`src/rtl/reg_writeback_queue_if.sv`:
```
// Handshake/bus bundle for reg_writeback_queue.
//   producers : alu_* and lsu_* request/accept, wr_hold from the register file
//   drain     : write_enable / write_address / data_in to the register file
//   lookup    : q_addrK in, q_hitK / q_dataK out for decode forwarding
//   status    : level / full / empty
// master = producer/register-file side, slave = the queue.
interface reg_writeback_queue_if #(
    parameter int unsigned DEPTH = 4,
    parameter int unsigned AW    = 5,
    parameter int unsigned DW    = 32
);
    localparam int unsigned LW = $clog2(DEPTH) + 1;

    logic          alu_valid;
    logic          alu_ready;
    logic [AW-1:0] alu_addr;
    logic [DW-1:0] alu_data;
    logic          lsu_valid;
    logic          lsu_ready;
    logic [AW-1:0] lsu_addr;
    logic [DW-1:0] lsu_data;
    logic          wr_hold;
    logic          write_enable;
    logic [AW-1:0] write_address;
    logic [DW-1:0] data_in;
    logic [AW-1:0] q_addr1;
    logic [AW-1:0] q_addr2;
    logic          q_hit1;
    logic          q_hit2;
    logic [DW-1:0] q_data1;
    logic [DW-1:0] q_data2;
    logic [LW-1:0] level;
    logic          full;
    logic          empty;

    modport master (
        output alu_valid, alu_addr, alu_data,
        output lsu_valid, lsu_addr, lsu_data,
        output wr_hold, q_addr1, q_addr2,
        input  alu_ready, lsu_ready,
        input  write_enable, write_address, data_in,
        input  q_hit1, q_hit2, q_data1, q_data2,
        input  level, full, empty
    );

    modport slave (
        input  alu_valid, alu_addr, alu_data,
        input  lsu_valid, lsu_addr, lsu_data,
        input  wr_hold, q_addr1, q_addr2,
        output alu_ready, lsu_ready,
        output write_enable, write_address, data_in,
        output q_hit1, q_hit2, q_data1, q_data2,
        output level, full, empty
    );
endinterface

```
`src/rtl/reg_writeback_queue.sv`:
```
// In-order write-back queue in front of the register file's single write port.
// Accepts writes from ALU and LSU (ALU wins a lone free slot, ALU is older on a
// dual accept), drains one entry per cycle unless wr_hold, and offers two
// combinational lookups returning the youngest queued write to an address.
//   clk   : rising-edge clock
//   rst_n : asynchronous active-low reset, discards all queued writes
//   bus   : reg_writeback_queue_if.slave (request, drain, lookup, status)
module reg_writeback_queue #(
    parameter int unsigned DEPTH = 4,
    parameter int unsigned NREGS = 24,
    parameter int unsigned AW    = 5,
    parameter int unsigned DW    = 32
) (
    input  logic                   clk,
    input  logic                   rst_n,
    reg_writeback_queue_if.slave   bus
);
    localparam int unsigned PW = $clog2(DEPTH);
    localparam int unsigned LW = PW + 1;
    localparam int unsigned FW = LW + 1;

    logic [AW-1:0] addr_q [DEPTH];
    logic [DW-1:0] data_q [DEPTH];
    logic [PW-1:0] rd_ptr_q, rd_ptr_d;
    logic [PW-1:0] wr_ptr_q, wr_ptr_d;
    logic [LW-1:0] count_q, count_d;

    logic          empty_c;
    logic          pop_c;
    logic [FW-1:0] free_c;
    logic          alu_ready_c;
    logic          lsu_ready_c;
    logic          alu_push_c;
    logic          lsu_push_c;
    logic [PW-1:0] lsu_slot_c;

    // Drain: head goes out whenever something is queued and the file is not busy.
    assign empty_c = (count_q == '0);
    assign pop_c   = !empty_c && !bus.wr_hold;

    // A same-cycle pop frees a slot, so a full queue can still take one request.
    assign free_c      = FW'(DEPTH) - FW'(count_q) + FW'(pop_c);
    assign alu_ready_c = (free_c >= FW'(1));
    assign lsu_ready_c = (free_c >= FW'(2)) || ((free_c == FW'(1)) && !bus.alu_valid);

    // Out-of-range destinations are accepted but never stored.
    assign alu_push_c = bus.alu_valid && alu_ready_c && (32'(bus.alu_addr) < NREGS);
    assign lsu_push_c = bus.lsu_valid && lsu_ready_c && (32'(bus.lsu_addr) < NREGS);
    assign lsu_slot_c = alu_push_c ? (wr_ptr_q + PW'(1)) : wr_ptr_q;

    // Next-state pointers and occupancy.
    always_comb begin
        rd_ptr_d = rd_ptr_q;
        wr_ptr_d = wr_ptr_q;
        count_d  = count_q;
        if (pop_c) begin
            rd_ptr_d = rd_ptr_q + PW'(1);
        end
        wr_ptr_d = wr_ptr_q + PW'(alu_push_c) + PW'(lsu_push_c);
        count_d  = count_q + LW'(alu_push_c) + LW'(lsu_push_c) - LW'(pop_c);
    end

    // State and storage; ALU entry lands first so it is older than the LSU entry.
    always_ff @(posedge clk or negedge rst_n) begin
        if (!rst_n) begin
            rd_ptr_q <= '0;
            wr_ptr_q <= '0;
            count_q  <= '0;
            for (int unsigned i = 0; i < DEPTH; i++) begin
                addr_q[i] <= '0;
                data_q[i] <= '0;
            end
        end else begin
            rd_ptr_q <= rd_ptr_d;
            wr_ptr_q <= wr_ptr_d;
            count_q  <= count_d;
            if (alu_push_c) begin
                addr_q[wr_ptr_q] <= bus.alu_addr;
                data_q[wr_ptr_q] <= bus.alu_data;
            end
            if (lsu_push_c) begin
                addr_q[lsu_slot_c] <= bus.lsu_addr;
                data_q[lsu_slot_c] <= bus.lsu_data;
            end
        end
    end

    // Forwarding lookups: walk oldest to youngest so the youngest match wins.
    // Stored addresses are always in range, so an out-of-range query never hits.
    logic [PW-1:0] idx_c;
    logic          hit1_c, hit2_c;
    logic [DW-1:0] fwd1_c, fwd2_c;

    always_comb begin
        idx_c  = '0;
        hit1_c = 1'b0;
        hit2_c = 1'b0;
        fwd1_c = '0;
        fwd2_c = '0;
        for (int unsigned i = 0; i < DEPTH; i++) begin
            idx_c = rd_ptr_q + PW'(i);
            if (LW'(i) < count_q) begin
                if (addr_q[idx_c] == bus.q_addr1) begin
                    hit1_c = 1'b1;
                    fwd1_c = data_q[idx_c];
                end
                if (addr_q[idx_c] == bus.q_addr2) begin
                    hit2_c = 1'b1;
                    fwd2_c = data_q[idx_c];
                end
            end
        end
    end

    assign bus.alu_ready     = alu_ready_c;
    assign bus.lsu_ready     = lsu_ready_c;
    assign bus.write_enable  = pop_c;
    assign bus.write_address = empty_c ? '0 : addr_q[rd_ptr_q];
    assign bus.data_in       = empty_c ? '0 : data_q[rd_ptr_q];
    assign bus.q_hit1        = hit1_c;
    assign bus.q_hit2        = hit2_c;
    assign bus.q_data1       = fwd1_c;
    assign bus.q_data2       = fwd2_c;
    assign bus.level         = count_q;
    assign bus.full          = (count_q == LW'(DEPTH));
    assign bus.empty         = empty_c;
endmodule

```
`src/flat_wrapper.sv`:
```
// flat-port wrapper written by rule: the top's interface ports become plain ports
module reg_writeback_queue_flat 
#(
    parameter int unsigned DEPTH = 4,
    parameter int unsigned NREGS = 24,
    parameter int unsigned AW    = 5,
    parameter int unsigned DW    = 32
)
  (clk, rst_n, bus_alu_valid, bus_alu_addr, bus_alu_data, bus_lsu_valid, bus_lsu_addr, bus_lsu_data, bus_wr_hold, bus_q_addr1, bus_q_addr2, bus_alu_ready, bus_lsu_ready, bus_write_enable, bus_write_address, bus_data_in, bus_q_hit1, bus_q_hit2, bus_q_data1, bus_q_data2, bus_level, bus_full, bus_empty);
  reg_writeback_queue_if #(.DEPTH(DEPTH), .AW(AW), .DW(DW)) bus_i ();
  input  logic clk;
  input  logic rst_n;
  input wire logic [$bits(bus_i.alu_valid)-1:0] bus_alu_valid;
  input wire logic [$bits(bus_i.alu_addr)-1:0] bus_alu_addr;
  input wire logic [$bits(bus_i.alu_data)-1:0] bus_alu_data;
  input wire logic [$bits(bus_i.lsu_valid)-1:0] bus_lsu_valid;
  input wire logic [$bits(bus_i.lsu_addr)-1:0] bus_lsu_addr;
  input wire logic [$bits(bus_i.lsu_data)-1:0] bus_lsu_data;
  input wire logic [$bits(bus_i.wr_hold)-1:0] bus_wr_hold;
  input wire logic [$bits(bus_i.q_addr1)-1:0] bus_q_addr1;
  input wire logic [$bits(bus_i.q_addr2)-1:0] bus_q_addr2;
  output wire logic [$bits(bus_i.alu_ready)-1:0] bus_alu_ready;
  output wire logic [$bits(bus_i.lsu_ready)-1:0] bus_lsu_ready;
  output wire logic [$bits(bus_i.write_enable)-1:0] bus_write_enable;
  output wire logic [$bits(bus_i.write_address)-1:0] bus_write_address;
  output wire logic [$bits(bus_i.data_in)-1:0] bus_data_in;
  output wire logic [$bits(bus_i.q_hit1)-1:0] bus_q_hit1;
  output wire logic [$bits(bus_i.q_hit2)-1:0] bus_q_hit2;
  output wire logic [$bits(bus_i.q_data1)-1:0] bus_q_data1;
  output wire logic [$bits(bus_i.q_data2)-1:0] bus_q_data2;
  output wire logic [$bits(bus_i.level)-1:0] bus_level;
  output wire logic [$bits(bus_i.full)-1:0] bus_full;
  output wire logic [$bits(bus_i.empty)-1:0] bus_empty;
  assign bus_i.alu_valid = bus_alu_valid;
  assign bus_i.alu_addr = bus_alu_addr;
  assign bus_i.alu_data = bus_alu_data;
  assign bus_i.lsu_valid = bus_lsu_valid;
  assign bus_i.lsu_addr = bus_lsu_addr;
  assign bus_i.lsu_data = bus_lsu_data;
  assign bus_i.wr_hold = bus_wr_hold;
  assign bus_i.q_addr1 = bus_q_addr1;
  assign bus_i.q_addr2 = bus_q_addr2;
  assign bus_alu_ready = bus_i.alu_ready;
  assign bus_lsu_ready = bus_i.lsu_ready;
  assign bus_write_enable = bus_i.write_enable;
  assign bus_write_address = bus_i.write_address;
  assign bus_data_in = bus_i.data_in;
  assign bus_q_hit1 = bus_i.q_hit1;
  assign bus_q_hit2 = bus_i.q_hit2;
  assign bus_q_data1 = bus_i.q_data1;
  assign bus_q_data2 = bus_i.q_data2;
  assign bus_level = bus_i.level;
  assign bus_full = bus_i.full;
  assign bus_empty = bus_i.empty;
  reg_writeback_queue #(.DEPTH(DEPTH), .NREGS(NREGS), .AW(AW), .DW(DW)) u_core (.clk(clk), .rst_n(rst_n), .bus(bus_i));
endmodule
```
`config.mk`:
```
export PLATFORM = sky130hd
export DESIGN_NAME = reg_writeback_queue_flat
export DESIGN_NICKNAME = d
export VERILOG_FILES = /design/src/rtl/reg_writeback_queue_if.sv /design/src/rtl/reg_writeback_queue.sv /design/src/flat_wrapper.sv
export SDC_FILE = /design/constraint.sdc
export NUM_CORES = 1
export LEC_CHECK = 0
export ABC_AREA = 0
export BUFFER_PORTS_ARGS = -buffer_cell sky130_fd_sc_hd__buf_4
export CORE_MARGIN = 2
export CORE_UTILIZATION = 25
export DETAILED_ROUTE_END_ITERATION = 10
export PLACE_DENSITY_LB_ADDON = 0.3
export REMOVE_ABC_BUFFERS = 1
export SLEW_MARGIN = 20
export SYNTH_ARGS = -nofsm -noshare
export SYNTH_HDL_FRONTEND = slang
export SYNTH_SLANG_ARGS = --single-unit
```
`constraint.sdc`:
```
create_clock -name clk -period 8.2 [get_ports clk]
set_clock_uncertainty 0.2 [all_clocks]
set_input_delay 1.64 -clock clk [delete_from_list [all_inputs] [get_ports clk]]
set_output_delay 1.64 -clock clk [all_outputs]
set_load 0.1 [all_outputs]
```
==> flow_summary.toml, run 1 <==
[clock_tree]
cts_buffers = 17
htreeDepth = 4
cts_tree = "built"
clk_latency_ps = 460
cts_resized = 0
cts_setup_buffers = 0
cts_root_buffer = "clkbuf_16"
hold_buffers = 0
path_clk_slew_ps = 80
numClockSinks = 155
cts.path.max_buffers = 2

[logic_synthesis]
synth_edf_count = 0
synthCells = 1705
avgSynthCellArea_um2 = 8.20
synth-main-ff-cell = "dfrtp_1"
syn_area_mm2 = 0.0140
yosys_register_bits = 155
yosysSeqAreaShare = 0.278
ys_warn_count = 0
ys_types = 57
async_flop_share = 1.00

[run]
drv_cap = 0

[setup_path]
arrival_ps = 4680
critPathRequiredTime_ps = 6360
end_kind = "output port"
path_class = "register to output port"
cp_max_fo = 60
critPathSlowestCell = "or3b_2"
cpMostUsedCell = "buf_4"
path_buf_inv = 2
path_cells = "buf_4 > mux4_2 > xnor2_1 > nand4_1 > or3b_2 > o311ai_0 > a22o_1 > buf_4"
cpPeakStageDelay_ps = 910
start_kind = "register"
critPathTopFamily = "simple AND/OR/NAND/NOR gates"

[cells_and_area]
nNetsFinal = 1889
drive_above_1_share = 0.218
final_cells = 2548
n_antenna_cell = 0
synthToLayoutAreaGrowth_pct = 18.5

[sta]
period_share = 0.795
relSlewSlack = 0.243
slew_viol_final = 0
worst_pin_slew_ps = 1140
max_freq_mhz = 153
rsz0062_at_grt = "false"
period_minus_slack_ps = 6520
final_hold_viol_count = 0
finalSetupViolCount = 0

[drt]
routed-via-count = 13200
viasPerCell = 5.19
wl_per_cell_um = 20.6
wl_mm = 52.4
drt_first_pass_iters = 5
drc_errors = 0
ant_nets = 0
initialDrtViolationCount = 1123

[grt]
grt_pass1_vias = 12700
grt_pass1_wl_mm = 78.8
grt_use_total = 0.179
grt_max_degree = 101
overflow = 0
antenna_found_initial = 2

[die]
initial_core_util = 0.253
rows = 86
coreArea_mm2 = 0.0552
io_pins = 200
die_h_um = 240
die_w_um = 240
die-area_mm2 = 0.0578

[min_path]
min_path_type = "register to register"

[placement]
gp_congestion = 0.821
io_buffers = 199
place_hpwl_mm = 34.4
dp.cells = 2515

[outcome]
status = "finished clean"
-- Yosys cell counts, drive strengths merged, types with 2 or more instances --
library cell	n	area (um2)
nand2	177	664
or4	2	22.5
a211oi	2	27.5
nand4	4	25.0
and2	2	12.5
mux2	97	1090
nand3	37	185
buf	76	460
o211ai	33	248
a21o	2	15.0
nor2	299	1120
inv	14	52.6
ha	10	125
nor4	5	52.6
a22o	32	280
a31oi	31	194
or3	33	206
a21oi	112	561
mux4	19	447
o311ai	32	280
dfrtp	155	3880
and4b	2	20.0
o21ai	139	696
nor2b	6	37.5
fa	3	60.1
clkbuf	83	324
mux2i	229	2300
xor2	15	131
a211o	3	26.3
or4b	2	23.8
xnor2	33	289
nor3	6	35.0
-- placed cells by master, fill, tap and decap left out, drive strengths merged, types with 19 or more instances in the layout --
cell type and instances:
nor2 299, mux2i 229, buf 222, nand2 177, dfrtp 155, o21ai 139
a21oi 112, mux2 97, nand3 37, xnor2 33, or3 33, o211ai 33
o311ai 32, a22o 32, a31oi 31, clkbuf 22, mux4 19
-- sequential cells by signal (all words and copies together), names as in the netlist --
register,flops
u_core.wr_ptr_q,2
u_core.rd_ptr_q,2
u_core.data_q,128
u_core.bus.level,3
u_core.addr_q,20
-- layout make-up --
class                   instances  area (um2)
clock buffers                  22         464
clock inverters                10         119
fillers                      5777       38600
inverters                      14        55.1
multi-input cells            1377        9410
flip-flops and latches        155        3890
well taps                     748         936
repair buffers                222        1690
-- kinds of logic after synthesis --
family,count (synthesis),share of synthesized area
mux,345,0.274
fa+ha+maj,13,0.0132
simple gates,580,0.175
compound gates,391,0.170
flops,155,0.278
buf+inv,173,0.0599
xor+xnor,48,0.0301
-- per-layer routing --
metal | vias up | share of wire | global-route usage
met1 | 6456 | 0.45 | 0.237
met3 | 70 | 0.063 | 0.0352
met2 | 471 | 0.47 | 0.293
met5 | - | 0.00044 | 0
met4 | 4 | 0.023 | 0.0576
li1 | 6232 | - | -
-- path summary, 6_finish.rpt --
path                                                      to                            from  cells past startpoint  slack, ps
worst max-delay path                         bus_q_data1[22]  u_core.rd_ptr_q[0]$_DFFE_PN0P_                      8       1680
worst min-delay path             u_core.data_q[14]$_DFF_PN0_     u_core.data_q[14]$_DFF_PN0_                      2        410
worst max register to register   u_core.data_q[24]$_DFF_PN0_   u_core.bus.level[2]$_DFF_PN0_                     13       3880
worst min register to register   u_core.data_q[14]$_DFF_PN0_     u_core.data_q[14]$_DFF_PN0_                      2        410
max in group asynchronous       u_core.data_q[120]$_DFF_PN0_                           rst_n                      2       5300
min in group asynchronous         u_core.addr_q[9]$_DFF_PN0_                           rst_n                      1       1070
-- worst reg2reg max path, delay by kind of cell (launching register included) --
kind | cells | cell delay, ps
AOI/OAI and AO/OA | 4 | 1390
adders and majority gates | 2 | 360
buffers and inverters | 4 | 1000
DFF | 1 | 540
and+or+nand+nor | 3 | 700
-- through the flow --
| stage | instance area [um2] | setup slack, ps | hold slack [ps] | util | TNS (ps) |
|---|---|---|---|---|---|
| floorplan | 13200 | -5110 | 330 | - | -1006580 |
| global placement | 16000 | 2010 | 369 | 0.289 | 0 |
| detailed placement | 16000 | 1930 | 387 | 0.289 | 0 |
| CTS | 16500 | 1560 | 400 | 0.300 | 0 |
| global route | 16600 | 1390 | 436 | 0.300 | 0 |
| finish | 16600 | 1680 | 409 | 0.300 | 0 |
Power of run 1 is left out: the tool's default activity adds up to more than one toggle a clock period on the data nets, which glitch-free logic cannot reach.
==> run 2: changes to the inputs <==
==> constraint.sdc (replaced) <==
create_clock -name clk -period 6.5 [get_ports clk]
set_clock_uncertainty 0.2 [all_clocks]
set_input_delay 1.3 -clock clk [delete_from_list [all_inputs] [get_ports clk]]
set_output_delay 1.3 -clock clk [all_outputs]
set_load 0.1 [all_outputs]
==> run 2 against run 1 <==
Critical path depth increased by 1. Worst setup slack got worse by 1000 ps. Register-to-register slack got worse by 1400 ps. Final cell count unchanged. Design area decreased by 0.16%. Via count increased by 1.1%. Highest routed layer unchanged.
==> flow_summary.toml, run 2 (same netlist as run 1, synthesis figures left out) <==
[setup_path]
critPathRequiredTime_ps = 5000
critPathSlowestCell = "dfrtp_4"
cpMostUsedCell = "buf_4"
start_kind = "register"
arrival_ps = 4310
critPathTopFamily = "buffers and inverters"
path_cells = "buf_4 > mux4_1 > xor2_1 > nor4_4 > buf_4 > or4b_1 > o311ai_0 > a22o_1 > buf_4"
r2r_cells = 13
cp_max_fo = 32
cpPeakStageDelay_ps = 690
r2r_slack_ps = 2500
end_kind = "output port"
r2r_end = "u_core.data_q[28]$_DFF_PN0_"
path_class = "register to output port"
timing.rr.start = "u_core.bus.level[2]$_DFF_PN0_"
path_buf_inv = 3

[min_path]
min_path_type = "register to register"
holdPathEnd = "u_core.data_q[45]$_DFF_PN0_"
holdPathStages = 2
hp-start = "u_core.data_q[45]$_DFF_PN0_"

[sta]
setup_tns_ps = 0
period_share = 0.894
finalSetupViolCount = 0
period_minus_slack_ps = 5810
final_hold_viol_count = 0
max_freq_mhz = 172
slew_viol_final = 0
worst_pin_slew_ps = 1150
rsz0062_at_grt = "false"
relSlewSlack = 0.236

[drt]
dr.max_layer_used = "met5"
ant_nets = 0
wl_mm = 52.6
drt_first_pass_iters = 5
wl_per_cell_um = 20.6
drc_errors = 0
wl_met1_mm = 23.9
routed-via-count = 13400
viasPerCell = 5.25
wl_met2_mm = 24.5
initialDrtViolationCount = 1130
route.met3.wl_mm = 3.02

[grt]
overflow = 0
grt_pass1_vias = 12900
antenna_found_initial = 2
grt_pass1_wl_mm = 79.0
grt_max_degree = 103
grt_use_total = 0.181

[cells_and_area]
fillers = 5779
final_common_cell = "nor2_1"
nNetsFinal = 1891
regMostFlops = "u_core.data_q"
largest_reg_flops = 128
stdcell_area_mm2 = 0.0165
drive_above_1_share = 0.217
synthToLayoutAreaGrowth_pct = 18.3
final_cell_mix = "nor2_1, mux2i_1, buf_4"

[clock_tree]
cts.path.max_buffers = 2
htreeDepth = 4
cts_setup_buffers = 0
cts_tree = "built"
numClockSinks = 155
cts_buffers = 17
cts_resized = 0
hold_buffers = 0
path_clk_slew_ps = 70
cts_root_buffer = "clkbuf_16"
clk_latency_ps = 450

[die]
die-area_mm2 = 0.0578
die_w_um = 240
initial_core_util = 0.253
io_pins = 200
rows = 86
coreArea_mm2 = 0.0552
die_h_um = 240

[placement]
place_hpwl_mm = 34.1
gp_congestion = 0.813
placed_area_mm2 = 0.0160
io_buffers = 199

[outcome]
status = "finished clean"

[run]
drv_cap = 0
run 2: cell count changes in the layout (fill, tap and decap cells not counted):
cell / before / now
bufinv_16: 2 / 1
clkinv_4: 3 / 2
clkinv_2: 2 / 3
diode_2: 0 / 1
clkinvlp_4: 3 / 1
buf_16: 1 / 0
buf_12: 0 / 2
buf_4: 220 / 221
run 2: worst max path at each step:
stage,startpoint,to,slack (ps),cells past startpoint
after floorplan,u_core.bus.level[2]$_DFF_PN0_,u_core.addr_q[5]$_DFF_PN0_,-6810,11
after global placement,bus_q_addr1[4],bus_q_data1[11],1160,8
after detailed placement,bus_q_addr1[4],bus_q_data1[28],1080,8
after CTS,u_core.rd_ptr_q[0]$_DFFE_PN0P_,bus_q_data1[30],680,9
after global routing,u_core.rd_ptr_q[0]$_DFFE_PN0P_,bus_q_data1[12],450,8
final,u_core.rd_ptr_q[0]$_DFFE_PN0P_,bus_q_data1[30],690,9
run 2: final cells by class:
type	instances	area (um2)	share of cell area
multi-input cells	1377	9410	0.569
inverters	14	55.1	0.00333
clock inverters	7	70.1	0.00424
well taps	748	936	0.0566
clock buffers	22	464	0.0281
repair buffers	224	1710	0.103
flip-flops and latches	155	3890	0.235
diodes	1	2.50	0.000151
run 2: per-stage QoR:
stage          hold slack [ps]   util  setup WS (ps)  cells
4_1_cts                    405  0.299            683   2546
3_3_place_gp               375  0.289           1160   2517
6_report                   398  0.300            689   2548
3_5_place_dp               389  0.289           1080   2517
5_1_grt                    436  0.300            451   2547
2_1_floorplan              330      -          -6810   1546
run 2: layer usage:
metal,GRT usage,vias up
met5,0,-
met4,0.0538,4
met3,0.0365,67
met2,0.294,465
met1,0.241,6594
li1,-,6253
run 2: tightest hold or removal path: cells and delay by family (launching register included):
kind	cells	cell delay, ps
DFF	1	360
AOI/OAI and AO/OA	1	130
muxes	1	70
Power of run 2 is left out for the same reason.
